==> config.mk <==
export PLATFORM = sky130hd
export DESIGN_NAME = alu_16bit
export DESIGN_NICKNAME = d
export VERILOG_FILES = /design/src/rtl/alu_16bit.sv
export SDC_FILE = /design/constraint.sdc
export NUM_CORES = 1
export LEC_CHECK = 0
export BUFFER_PORTS_ARGS = -buffer_cell sky130_fd_sc_hd__clkbuf_2
export CORE_UTILIZATION = 50
export CTS_BUF_LIST = sky130_fd_sc_hd__clkbuf_8
export DETAILED_ROUTE_END_ITERATION = 10
export HOLD_SLACK_MARGIN = 0.15
export PLACE_DENSITY = 0.86
export SETUP_SLACK_MARGIN = 0.5
export SYNTH_ARGS = -nofsm -noshare
export SYNTH_HDL_FRONTEND = slang
export SYNTH_SLANG_ARGS = --single-unit
==> constraint.sdc <==
create_clock -name clk -period 0.8 [get_ports clk]
set_clock_uncertainty 0.15 [all_clocks]
set_input_delay 0.12 -clock clk [delete_from_list [all_inputs] [get_ports clk]]
set_output_delay 0.12 -clock clk [all_outputs]
set_load 0.02 [all_outputs]
==> src/rtl/alu_16bit.sv <==
// 16-bit ALU (ADD/SUB/AND/OR) with registered result and NZCV flags.
module alu_16bit (
  input  logic        clk,
  input  logic        rst_n,
  input  logic [1:0]  ALU_CTRL,
  input  logic [15:0] A,
  input  logic [15:0] B,
  output logic [15:0] ALU_OUT,
  output logic        N,
  output logic        Z,
  output logic        C,
  output logic        V
);

  localparam int unsigned DW = 16;

  localparam logic [1:0] OP_ADD = 2'b00;
  localparam logic [1:0] OP_SUB = 2'b01;
  localparam logic [1:0] OP_AND = 2'b10;
  localparam logic [1:0] OP_OR  = 2'b11;

  logic          is_sub;
  logic [DW-1:0] b_op;
  logic [DW:0]   sum;
  logic [DW-1:0] res_c;
  logic          c_c;
  logic          v_c;

  // Shared adder: SUB reuses it as A + ~B + 1 so carry-out means "no borrow".
  always_comb begin
    is_sub = (ALU_CTRL == OP_SUB);
    b_op   = is_sub ? ~B : B;
    sum    = {1'b0, A} + {1'b0, b_op} + (DW+1)'(is_sub);
  end

  // Result and carry/overflow selection per operation.
  always_comb begin
    res_c = sum[DW-1:0];
    c_c   = 1'b0;
    v_c   = 1'b0;
    unique case (ALU_CTRL)
      OP_ADD: begin
        res_c = sum[DW-1:0];
        c_c   = sum[DW];
        v_c   = (A[DW-1] == B[DW-1]) && (sum[DW-1] != A[DW-1]);
      end
      OP_SUB: begin
        res_c = sum[DW-1:0];
        c_c   = sum[DW];
        v_c   = (A[DW-1] != B[DW-1]) && (sum[DW-1] != A[DW-1]);
      end
      OP_AND: res_c = A & B;
      OP_OR:  res_c = A | B;
      default: res_c = sum[DW-1:0];
    endcase
  end

  // Output register; reset clears everything, including Z.
  always_ff @(posedge clk or negedge rst_n) begin
    if (!rst_n) begin
      ALU_OUT <= '0;
      N       <= 1'b0;
      Z       <= 1'b0;
      C       <= 1'b0;
      V       <= 1'b0;
    end else begin
      ALU_OUT <= res_c;
      N       <= res_c[DW-1];
      Z       <= (res_c == '0);
      C       <= c_c;
      V       <= v_c;
    end
  end

endmodule

==> out/metrics.cfg, run 1 <==
[sta]
crit_endpoint=Z$_DFF_PN0_/D
worst_endpoint_kind=register input

[logic_synthesis]
syn_inst=242
synth_most_common_cell=nand2_1
synth-edff-count=0
ys_types=57
synth_area_leaders=dfrtp_1 23%, ha_1 13%, xnor2_1 7.6%
synth_seq_cells=19
async_flop_share=1.00
ys.flop_type=dfrtp_1
avgSynthCellArea_um2=8.60
seq_area_frac_synth=0.229
syn-num-nets=300
synth_top_cell_area_share=0.229
netlist_area_um2=2080
synth_common_cells=26 x nand2_1, 21 x ha_1, 19 x dfrtp_1
synth_top_area_cell=dfrtp_1
yosysWarnings=0

[placed_design]
pre_cts_ws_ns=-2.23
placed_cell_area_um2=3130
port_buffers=55
hpwl_um=5710
gp_congestion=0.951

[clock_tree]
cts_buffers=3
cts.htree.levels=1
root_buffer=clkbuf_8
cts_num_sinks=19
clock_path_buffers=2

[global_routing]
grt_max_degree=21

[floorplanning]
die_w_um=66.5
die_h_um=66.5
fp-row-count=23
initial_utilization=0.520
io-pin-count=56

[status]
stop_error=[ERROR DPL-0038] Utilization greater than 100%, impossible to legalize
stop_stage=5_1_grt
outcome=did not finish

-- logic make-up after synthesis --
kind of cell | share of synthesized area
AO/OA/AOI/OAI | 0.251
XOR/XNOR | 0.0968
adder cells (fa/ha/maj) | 0.184
buffers and inverters | 0.0397
flip-flops | 0.229
multiplexers | 0.0120
AND/OR/NAND/NOR | 0.188
-- stage by stage --
step	TNS, ns	instances	util
floorplan	-27.72	242	-
global placement	-28.90	426	0.781
detailed placement	-30.73	426	0.781
CTS	-30.32	445	0.873
-- timing repair --
item                       4_1_cts
pin swaps                       31
resized for setup               49
buffers inserted                15
setup endpoints to repair       40
cloned                           0
hold endpoints to repair        20
==> run 2: changes to the inputs <==
==> config.mk (replaced) <==
export PLATFORM = sky130hd
export DESIGN_NAME = alu_16bit
export DESIGN_NICKNAME = d
export VERILOG_FILES = /design/src/rtl/alu_16bit.sv
export SDC_FILE = /design/constraint.sdc
export NUM_CORES = 1
export LEC_CHECK = 0
export BUFFER_PORTS_ARGS = -buffer_cell sky130_fd_sc_hd__clkbuf_2
export CORE_UTILIZATION = 35
export DETAILED_ROUTE_END_ITERATION = 10
export PLACE_DENSITY_LB_ADDON = 0.15
export SYNTH_ARGS = -nofsm -noshare
export SYNTH_HDL_FRONTEND = slang
export SYNTH_SLANG_ARGS = --single-unit
==> constraint.sdc (replaced) <==
create_clock -name clk -period 1.04 [get_ports clk]
set_clock_uncertainty 0.15 [all_clocks]
set_input_delay 0.156 -clock clk [delete_from_list [all_inputs] [get_ports clk]]
set_output_delay 0.156 -clock clk [all_outputs]
set_load 0.02 [all_outputs]
==> run 2 against run 1 <==
  * The flow now finishes, with violations (setup timing)
  * Synthesized cell count did not move
  * Synthesized area is the same
==> out/metrics.cfg, run 2 <==
[flow_run]
drv_cap=0

[clock_tree]
cts.htree.levels=1
clock_path_buffers=2
cts_num_sinks=19
clk_pin_slew_ns=0.06
cts_buffers=3
cts_tree=yes
root_buffer=clkbuf_8

[sta]
finalMaxSlewViolations=0
fin_tns_setup_ns=-21.11
fmax_mhz=377
tightest_slew_ns=0.429
holdWs_ns=0.158
hold_violations=0
rsz0062_at_grt=true
setup_viol=38
setup_slack_ns=-1.61
post-route-min-period_ns=2.65
post-route-period-util=2.55
slew_headroom=0.714

[floorplanning]
die_w_um=79.1
initial_utilization=0.371
fp-row-count=27
io-pin-count=56
die_area_um2=6260
die_h_um=79.1
core_um2=5610

[logic_synthesis]
synth_top_area_cell=dfrtp_1
synth_common_cells=26 x nand2_1, 21 x ha_1, 19 x dfrtp_1
syn-num-nets=300
seq_area_frac_synth=0.229
syn_inst=242
synth_most_common_cell=nand2_1
synth-edff-count=0
yosysWarnings=0
ys.flop_type=dfrtp_1
synth_top_cell_area_share=0.229
synth_area_leaders=dfrtp_1 23%, ha_1 13%, xnor2_1 7.6%
netlist_area_um2=2080
avgSynthCellArea_um2=8.60
async_flop_share=1.00
ys_types=57
synth_seq_cells=19

[route]
drt_first_pass_iters=4
drt_iter0_drc=101
drt-total-wl_um=6870
wl_per_cell_um=14.8
dr_total_vias=2386
vias_per_cell=5.13
drc=0
ant_nets=0

[status]
violations=setup timing
outcome=finished, violations left

[pwr]
power_frac_clock=0.109
p_leak_nw=1.78
seqPwrFrac=0.209
p_int_w=0.00271
peakVddDrop_mv=0.767
finalPower_w=0.00439
p_sw_frac=0.381
switching_power_w=0.00167
comb_power_share=0.682
p_per_area_nw_per_um2=1100

[final_layout]
drive_gt1_frac=0.613
final_common_cell=buf_4
n_antenna_cell=0
nNetsFinal=452
syn2layout_area_growth_pct=90.9
largest_reg_flops=16
top_register=ALU_OUT
fin_util=0.708
layout_common_cells=86 x buf_4, 33 x clkbuf_2, 31 x buf_6, 20 x nand2_1, 19 x dfrtp_1

[placed_design]
hpwl_um=4830
port_buffers=55
gp_congestion=0.844
pre_cts_ws_ns=-1.96

[setup_path]
critPathKind=primary input to register
crit_required_ns=1.02
critPathLaunchType=primary input
critPathCaptureType=register
crit_fanout=6
worstPathArrival_ns=2.63

[global_routing]
grt_pass1_wl_um=10900
grt_pass1_vias=2288
grt_usage=0.220
grt_max_degree=35
overflow=0
antenna_found_initial=0

[worst_hold_path]
hold_class=primary input to register

==> run 2: cell counts after synthesis <==
No cell type changed its count.
==> run 2: critical path, cell delays in order <==
cell,delay (ns)
buf_8,0.10
clkinvlp_4,0.11
nand2_8,0.10
xnor2_4,0.14
fa_2,0.36
a21o_1,0.20
a221o_1,0.40
a31o_1,0.24
o21a_1,0.20
o311a_1,0.30
nor4bb_4,0.15
nand4bb_1,0.13
nor3_2,0.04
==> run 2: layout make-up <==
class	instances	area [um^2]
clock buffer	4	45.0
fill	431	1640
inverter	9	37.5
multi-input combinational	206	2090
sequential	19	475
tap	72	90.1
timing repair buffer	155	1230
==> run 2: path summary, 6_finish.rpt <==
path	start	slack, ns	to	cells past startpoint
max in group asynchronous	rst_n	0.22	V	2
min in group asynchronous	rst_n	0.22	ALU_OUT[2]	2
min	A[8]	0.16	ALU_OUT[8]	3
max	ALU_CTRL[1]	-1.61	Z	13
==> run 2: routing by layer <==
| metal | up-vias | part of all wire | global-route usage |
|---|---|---|---|
| li1 | 1193 | - | - |
| met1 | 1138 | 0.45 | 0.298 |
| met2 | 49 | 0.52 | 0.384 |
| met3 | 6 | 0.026 | 0.00805 |
| met4 | 0 | 0.0099 | 0.0509 |
| met5 | - | 0 | 0 |
==> run 2: kinds of logic (layout without fill, tap and decap cells) <==
group,count (synthesis),in the layout,synth area share
AO/OA/AOI/OAI,75,75,0.251
AND/OR/NAND/NOR,74,74,0.188
adder cells (fa/ha/maj),32,32,0.184
XOR/XNOR,23,23,0.0968
flip-flops,19,19,0.229
buffers and inverters,17,168,0.0397
multiplexers,2,2,0.0120
==> run 2: timing repair <==
action,in CTS,in global routing
endpoints found under the hold margin,19,0
hold buffers,1,0
resized for setup,69,96
pin swaps,35,41
buffers inserted,14,5
endpoints found under the setup margin,39,39
==> run 2: stage by stage <==
| stage | cells | instance area (um^2) |
|---|---|---|
| 2_1_floorplan | 242 | 2200 |
| 3_3_place_gp | 444 | 3090 |
| 3_5_place_dp | 444 | 3090 |
| 4_1_cts | 460 | 3590 |
| 5_1_grt | 465 | 3970 |
| 6_report | 465 | 3970 |
==> run 2: power groups by stage <==
stage	Sequential (W)	Clock (W)	Combinational [W]
CTS	0.000886	0.000497	0.00255
finish	0.000915	0.000478	0.00299
floorplan	0.00106	0	0.00105
global placement	0.000899	0	0.00212
detailed placement	0.000900	0	0.00214
global route	0.000922	0.000536	0.00322
Note: power is estimated with default switching activity, not from simulation.
==> run 3: changes to the inputs <==
--- a/config.mk
+++ b/config.mk
@@ -6,7 +6,10 @@
 export NUM_CORES = 1
 export LEC_CHECK = 0
 export BUFFER_PORTS_ARGS = -buffer_cell sky130_fd_sc_hd__clkbuf_2
-export CORE_UTILIZATION = 35
+export CELL_PAD_IN_SITES_DETAIL_PLACEMENT = 0
+export CELL_PAD_IN_SITES_GLOBAL_PLACEMENT = 2
+export CORE_UTILIZATION = 32
+export CTS_BUF_LIST = sky130_fd_sc_hd__clkbuf_8
 export DETAILED_ROUTE_END_ITERATION = 10
 export PLACE_DENSITY_LB_ADDON = 0.15
 export SYNTH_ARGS = -nofsm -noshare
==> run 3 against run 2 <==
  * The run still ends with setup timing left
  * Final cell count rose by 2.2%
  * Sequential share of layout area grew 0.35 points
  * Power down 2.8%
  * Core utilization down 9.7 points
  * First-iteration DRC count is 34% lower
  * Hold slack better by 0.023 ns
  * Combinational power fell by 4%
  * Critical endpoint unchanged
==> out/metrics.cfg, run 3 (synthesized netlist as in run 2, its figures left out) <==
[global_routing]
antenna_found_initial=0
grt_max_degree=35
grt_usage=0.203
grt_pass1_wl_um=10400
grt_pass1_vias=2253
overflow=0

[final_layout]
fill_cells=572
seqCellArea_um2=475
layout_common_cells=94 x buf_4, 33 x clkbuf_2, 29 x buf_6, 19 x dfrtp_1, 19 x nand2_1
nNetsFinal=457
n_antenna_cell=0
top_register=ALU_OUT
multi_input_area_um2=1950
final_common_cell=buf_4
largest_reg_flops=16
fin_util=0.611
syn2layout_area_growth_pct=85.5
fin_area_um2=3860
drive_gt1_frac=0.590

[route]
vias_per_cell=5.03
ant_nets=0
wl_per_cell_um=14.2
dr_total_vias=2388
drt-total-wl_um=6750
drt_iter0_drc=67
drc=0
drt_first_pass_iters=4

[sta]
post-route-min-period_ns=2.66
post-route-period-util=2.56
finalMaxSlewViolations=0
setup_slack_ns=-1.62
fmax_mhz=376
rsz0062_at_grt=true
slew_headroom=0.713
tightest_slew_ns=0.431
setup_viol=38
hold_violations=0

[setup_path]
crit_required_ns=1.06
worstPathArrival_ns=2.69
critPathLaunchType=primary input
crit_fanout=8
critPathCaptureType=register
critPathKind=primary input to register
cp-startpoint=ALU_CTRL[1]
worstSetupEndpoint=Z

[clock_tree]
cts_num_sinks=19
cts_tree=yes
cts.htree.levels=1
root_buffer=clkbuf_8
cts_buffers=3
clk_pin_slew_ns=0.06
clock_path_buffers=2

[pwr]
comb_power_share=0.673
p_per_area_nw_per_um2=1100
switching_power_w=0.00161
peakVddDrop_mv=1.04
power_frac_clock=0.113
p_leak_nw=1.75
p_int_w=0.00266
seqPwrFrac=0.215
p_sw_frac=0.377

[floorplanning]
die_h_um=82.6
initial_utilization=0.330
io-pin-count=56
core_um2=6310
fp-row-count=29
die_area_um2=6830
die_w_um=82.6

[placed_design]
hpwl_um=5110
gp_congestion=0.916
placed_cell_area_um2=3160
port_buffers=55

[flow_run]
drv_cap=0

[status]
violations=setup timing
outcome=finished, violations left

[worst_hold_path]
hold_class=primary input to register

==> run 3: cell types whose count changed in the layout (fill, tap and decap cells not counted), sizes merged <==
cell,before,now
inv,8,9
buf,120,125
clkbuf,38,37
==> run 3: stage by stage <==
stage	worst slack, ns	hold slack [ns]	setup TNS (ns)	std cells	total power (W)
floorplan	-1.93	-0.290	-23.92	242	0.00211
global placement	-1.87	-0.0459	-25.98	457	0.00308
detailed placement	-1.95	-0.0322	-26.62	457	0.00310
CTS	-1.59	0.166	-21.33	469	0.00381
global route	-1.77	0.180	-23.46	475	0.00456
finish	-1.62	0.181	-21.11	475	0.00426
==> run 3: worst min-delay path by stage <==
stage                     startpoint         end  cells past startpoint
after floorplan                rst_n  ALU_OUT[0]                      0
after global placement         rst_n  ALU_OUT[0]                      1
after detailed placement       rst_n  ALU_OUT[0]                      1
after CTS                       B[8]  ALU_OUT[8]                      3
after global routing            B[8]  ALU_OUT[8]                      3
final                           B[8]  ALU_OUT[8]                      3
==> run 3: what timing repair did <==
item / in CTS / in global routing
pin swaps: 27 / 32
gates resized for setup: 41 / 98
cloned: 0 / 0
hold buffers: 1 / 0
hold endpoints to repair: 19 / 0
buffers inserted: 9 / 9
setup endpoints to repair: 39 / 38
==> run 3: worst max-delay path, cell delays in order <==
cell and delay (ns):
buf_8 0.10, clkinvlp_4 0.10, nand2_8 0.11, buf_6 0.15, xnor2_4 0.16, ha_4 0.24
a21o_1 0.19, or4_1 0.46, o211ai_1 0.31, o311a_1 0.24, nor4bb_4 0.21, nand4bb_1 0.14
nor3_2 0.12
==> run 3: area by class of cell <==
| type | count | area share |
|---|---|---|
| clock buffer | 3 | 0.0107 |
| tap | 77 | 0.0250 |
| sequential | 19 | 0.123 |
| timing repair buffer | 160 | 0.324 |
| inverter | 9 | 0.00972 |
| multi-input combinational | 206 | 0.506 |
| clock inverter | 1 | 0.000972 |
==> run 3: power groups by stage <==
stage                     Clock, W  Combinational [W]  Sequential (W)
after floorplan                  0            0.00105         0.00106
after global placement           0            0.00218        0.000897
after detailed placement         0            0.00220        0.000905
after CTS                 0.000484            0.00244        0.000891
after global routing      0.000535            0.00310        0.000929
final                     0.000481            0.00287        0.000916
==> run 3: layer usage <==
layer / share of wire / global-route usage / vias up
li1: - / - / 1211
met1: 0.46 / 0.266 / 1120
met2: 0.51 / 0.353 / 53
met3: 0.028 / 0.0121 / 4
met4: 0.0064 / 0.0638 / 0
met5: 0 / 0 / -
==> run 4: changes to the inputs <==
--- a/config.mk
+++ b/config.mk
@@ -8,10 +8,11 @@
 export BUFFER_PORTS_ARGS = -buffer_cell sky130_fd_sc_hd__clkbuf_2
 export CELL_PAD_IN_SITES_DETAIL_PLACEMENT = 0
 export CELL_PAD_IN_SITES_GLOBAL_PLACEMENT = 2
-export CORE_UTILIZATION = 32
+export CORE_UTILIZATION = 29
 export CTS_BUF_LIST = sky130_fd_sc_hd__clkbuf_8
 export DETAILED_ROUTE_END_ITERATION = 10
-export PLACE_DENSITY_LB_ADDON = 0.15
+export HOLD_SLACK_MARGIN = 0.02
+export PLACE_DENSITY_LB_ADDON = 0.08
 export SYNTH_ARGS = -nofsm -noshare
 export SYNTH_HDL_FRONTEND = slang
 export SYNTH_SLANG_ARGS = --single-unit
==> constraint.sdc (replaced) <==
create_clock -name clk -period 2.4 [get_ports clk]
set_clock_uncertainty 0.15 [all_clocks]
set_input_delay 0.36 -clock clk [delete_from_list [all_inputs] [get_ports clk]]
set_output_delay 0.36 -clock clk [all_outputs]
set_load 0.02 [all_outputs]
==> run 4 against run 3 <==
  * Critical endpoint unchanged
  * Clock power fell by 58%
  * Power fell by 63%
  * The run still ends with setup timing left
  * Hold slack better by 0.21 ns
  * Non-clock buffer count decreased by 20
  * Largest power group unchanged
  * Global-route usage shrank 2.7 points
  * Wire length fell by 7.6%
  * Highest routed layer unchanged
  * Final cell count is 0.21% lower
  * Final area shrank 15%
==> out/metrics.cfg, run 4 (synthesized netlist as in run 2, its figures left out) <==
[worst_hold_path]
min_to=ALU_OUT[14]
hold_depth=4
hold_class=primary input to register
hold_start=B[14]

[sta]
finalMaxSlewViolations=0
rsz0062_at_grt=true
fin_tns_setup_ns=-2.07
post-route-min-period_ns=2.85
tightest_slew_ns=0.431
slew_headroom=0.713
setup_viol=9
setup_slack_ns=-0.451
hold_violations=0
fmax_mhz=351
post-route-period-util=1.19

[route]
vias_per_cell=4.76
dr_total_vias=2257
drt_first_pass_iters=4
drc=0
drt-total-wl_um=6240
drt_iter0_drc=44
wl_per_cell_um=13.2
ant_nets=0

[flow_run]
drv_cap=0

[final_layout]
n_antenna_cell=0
syn2layout_area_growth_pct=58.6
largest_reg_flops=16
drive_gt1_frac=0.489
instances_no_fill=474
fin_util=0.480
nNetsFinal=437
final_common_cell=buf_4
layout_common_cells=81 x buf_4, 53 x clkbuf_2, 25 x nand2_1, 21 x ha_1, 19 x dfrtp_1
top_register=ALU_OUT
fin_area_um2=3300

[global_routing]
grt_pass1_vias=2150
grt_pass1_wl_um=10300
overflow=0
grt_max_degree=35
antenna_found_initial=0
grt_usage=0.175

[setup_path]
critPathKind=primary input to register
worstPathArrival_ns=2.84
crit_fanout=8
crit_required_ns=2.39
critPathLaunchType=primary input
critPathCaptureType=register

[clock_tree]
cts.htree.levels=1
clk_pin_slew_ns=0.06
root_buffer=clkbuf_8
cts_num_sinks=19
cts_tree=yes
clock_path_buffers=2
cts_buffers=3

[pwr]
p_leak_nw=1.56
p_per_area_nw_per_um2=477
peakVddDrop_mv=0.161
finalPower_w=0.00157

[floorplanning]
core_um2=6870
fp-row-count=30
initial_utilization=0.303
die_area_um2=7520
die_w_um=86.7
io-pin-count=56
die_h_um=86.7

[status]
outcome=finished, violations left
violations=setup timing

[placed_design]
dp.cells=468
hpwl_um=5190
port_buffers=55
gp_congestion=0.815
placed_cell_area_um2=3110

[run 4: cell type report]
cell class                 instances  area (um^2)
sequential                        19          475
timing repair buffer             140          940
fill                             684         3570
inverter                           9         37.5
clock inverter                     1         3.75
tap                               96          120
clock buffer                       3         41.3
multi-input combinational        206         1680
[run 4: power by group]
part	leakage, nW	switching [W]	internal, W	total [W]
clock	0.0269	0.0000908	0.000113	0.000204
combinational	1.30	0.000502	0.000485	0.000987
sequential	0.228	0.0000126	0.000371	0.000384
[run 4: timing repair]
action	CTS	global route
gates resized for setup	15	12
buffers inserted	2	0
pin swaps	4	11
hold buffers	1	0
hold endpoints to repair	19	0
setup endpoints to repair	12	13
[run 4: per-stage QoR]
stage / setup WS (ns) / hold slack (ns)
final: -0.451 / 0.387
after global routing: -0.626 / 0.433
after CTS: -0.461 / 0.386
after detailed placement: -0.787 / 0.169
after global placement: -0.731 / 0.161
after floorplan: -0.778 / -0.0856
[run 4: worst max-delay path: stages]
cell	delay, ns
buf_8	0.10
clkinvlp_4	0.10
nand2_8	0.10
buf_6	0.15
xnor2_2	0.12
ha_1	0.34
a21oi_2	0.18
o21ai_2	0.08
or3_4	0.38
o211a_4	0.26
o31ai_1	0.32
buf_4	0.18
nand4bb_1	0.12
nor3_2	0.04
[run 4: worst max path at each step]
stage          endpoint  slack (ns)        start  cells after the start
6_report              Z       -0.45  ALU_CTRL[1]                     14
2_1_floorplan         Z       -0.78  ALU_CTRL[1]                     14
4_1_cts               Z       -0.46  ALU_CTRL[1]                     12
3_3_place_gp          Z       -0.73  ALU_CTRL[1]                     14
5_1_grt               Z       -0.63  ALU_CTRL[1]                     14
3_5_place_dp          Z       -0.79  ALU_CTRL[0]                     12
[run 4: layer usage]
layer / global-route usage / part of all wire
met1: 0.245 / 0.50
met2: 0.297 / 0.47
met3: 0.00857 / 0.021
met4: 0.0409 / 0.0093
met5: 0 / 0
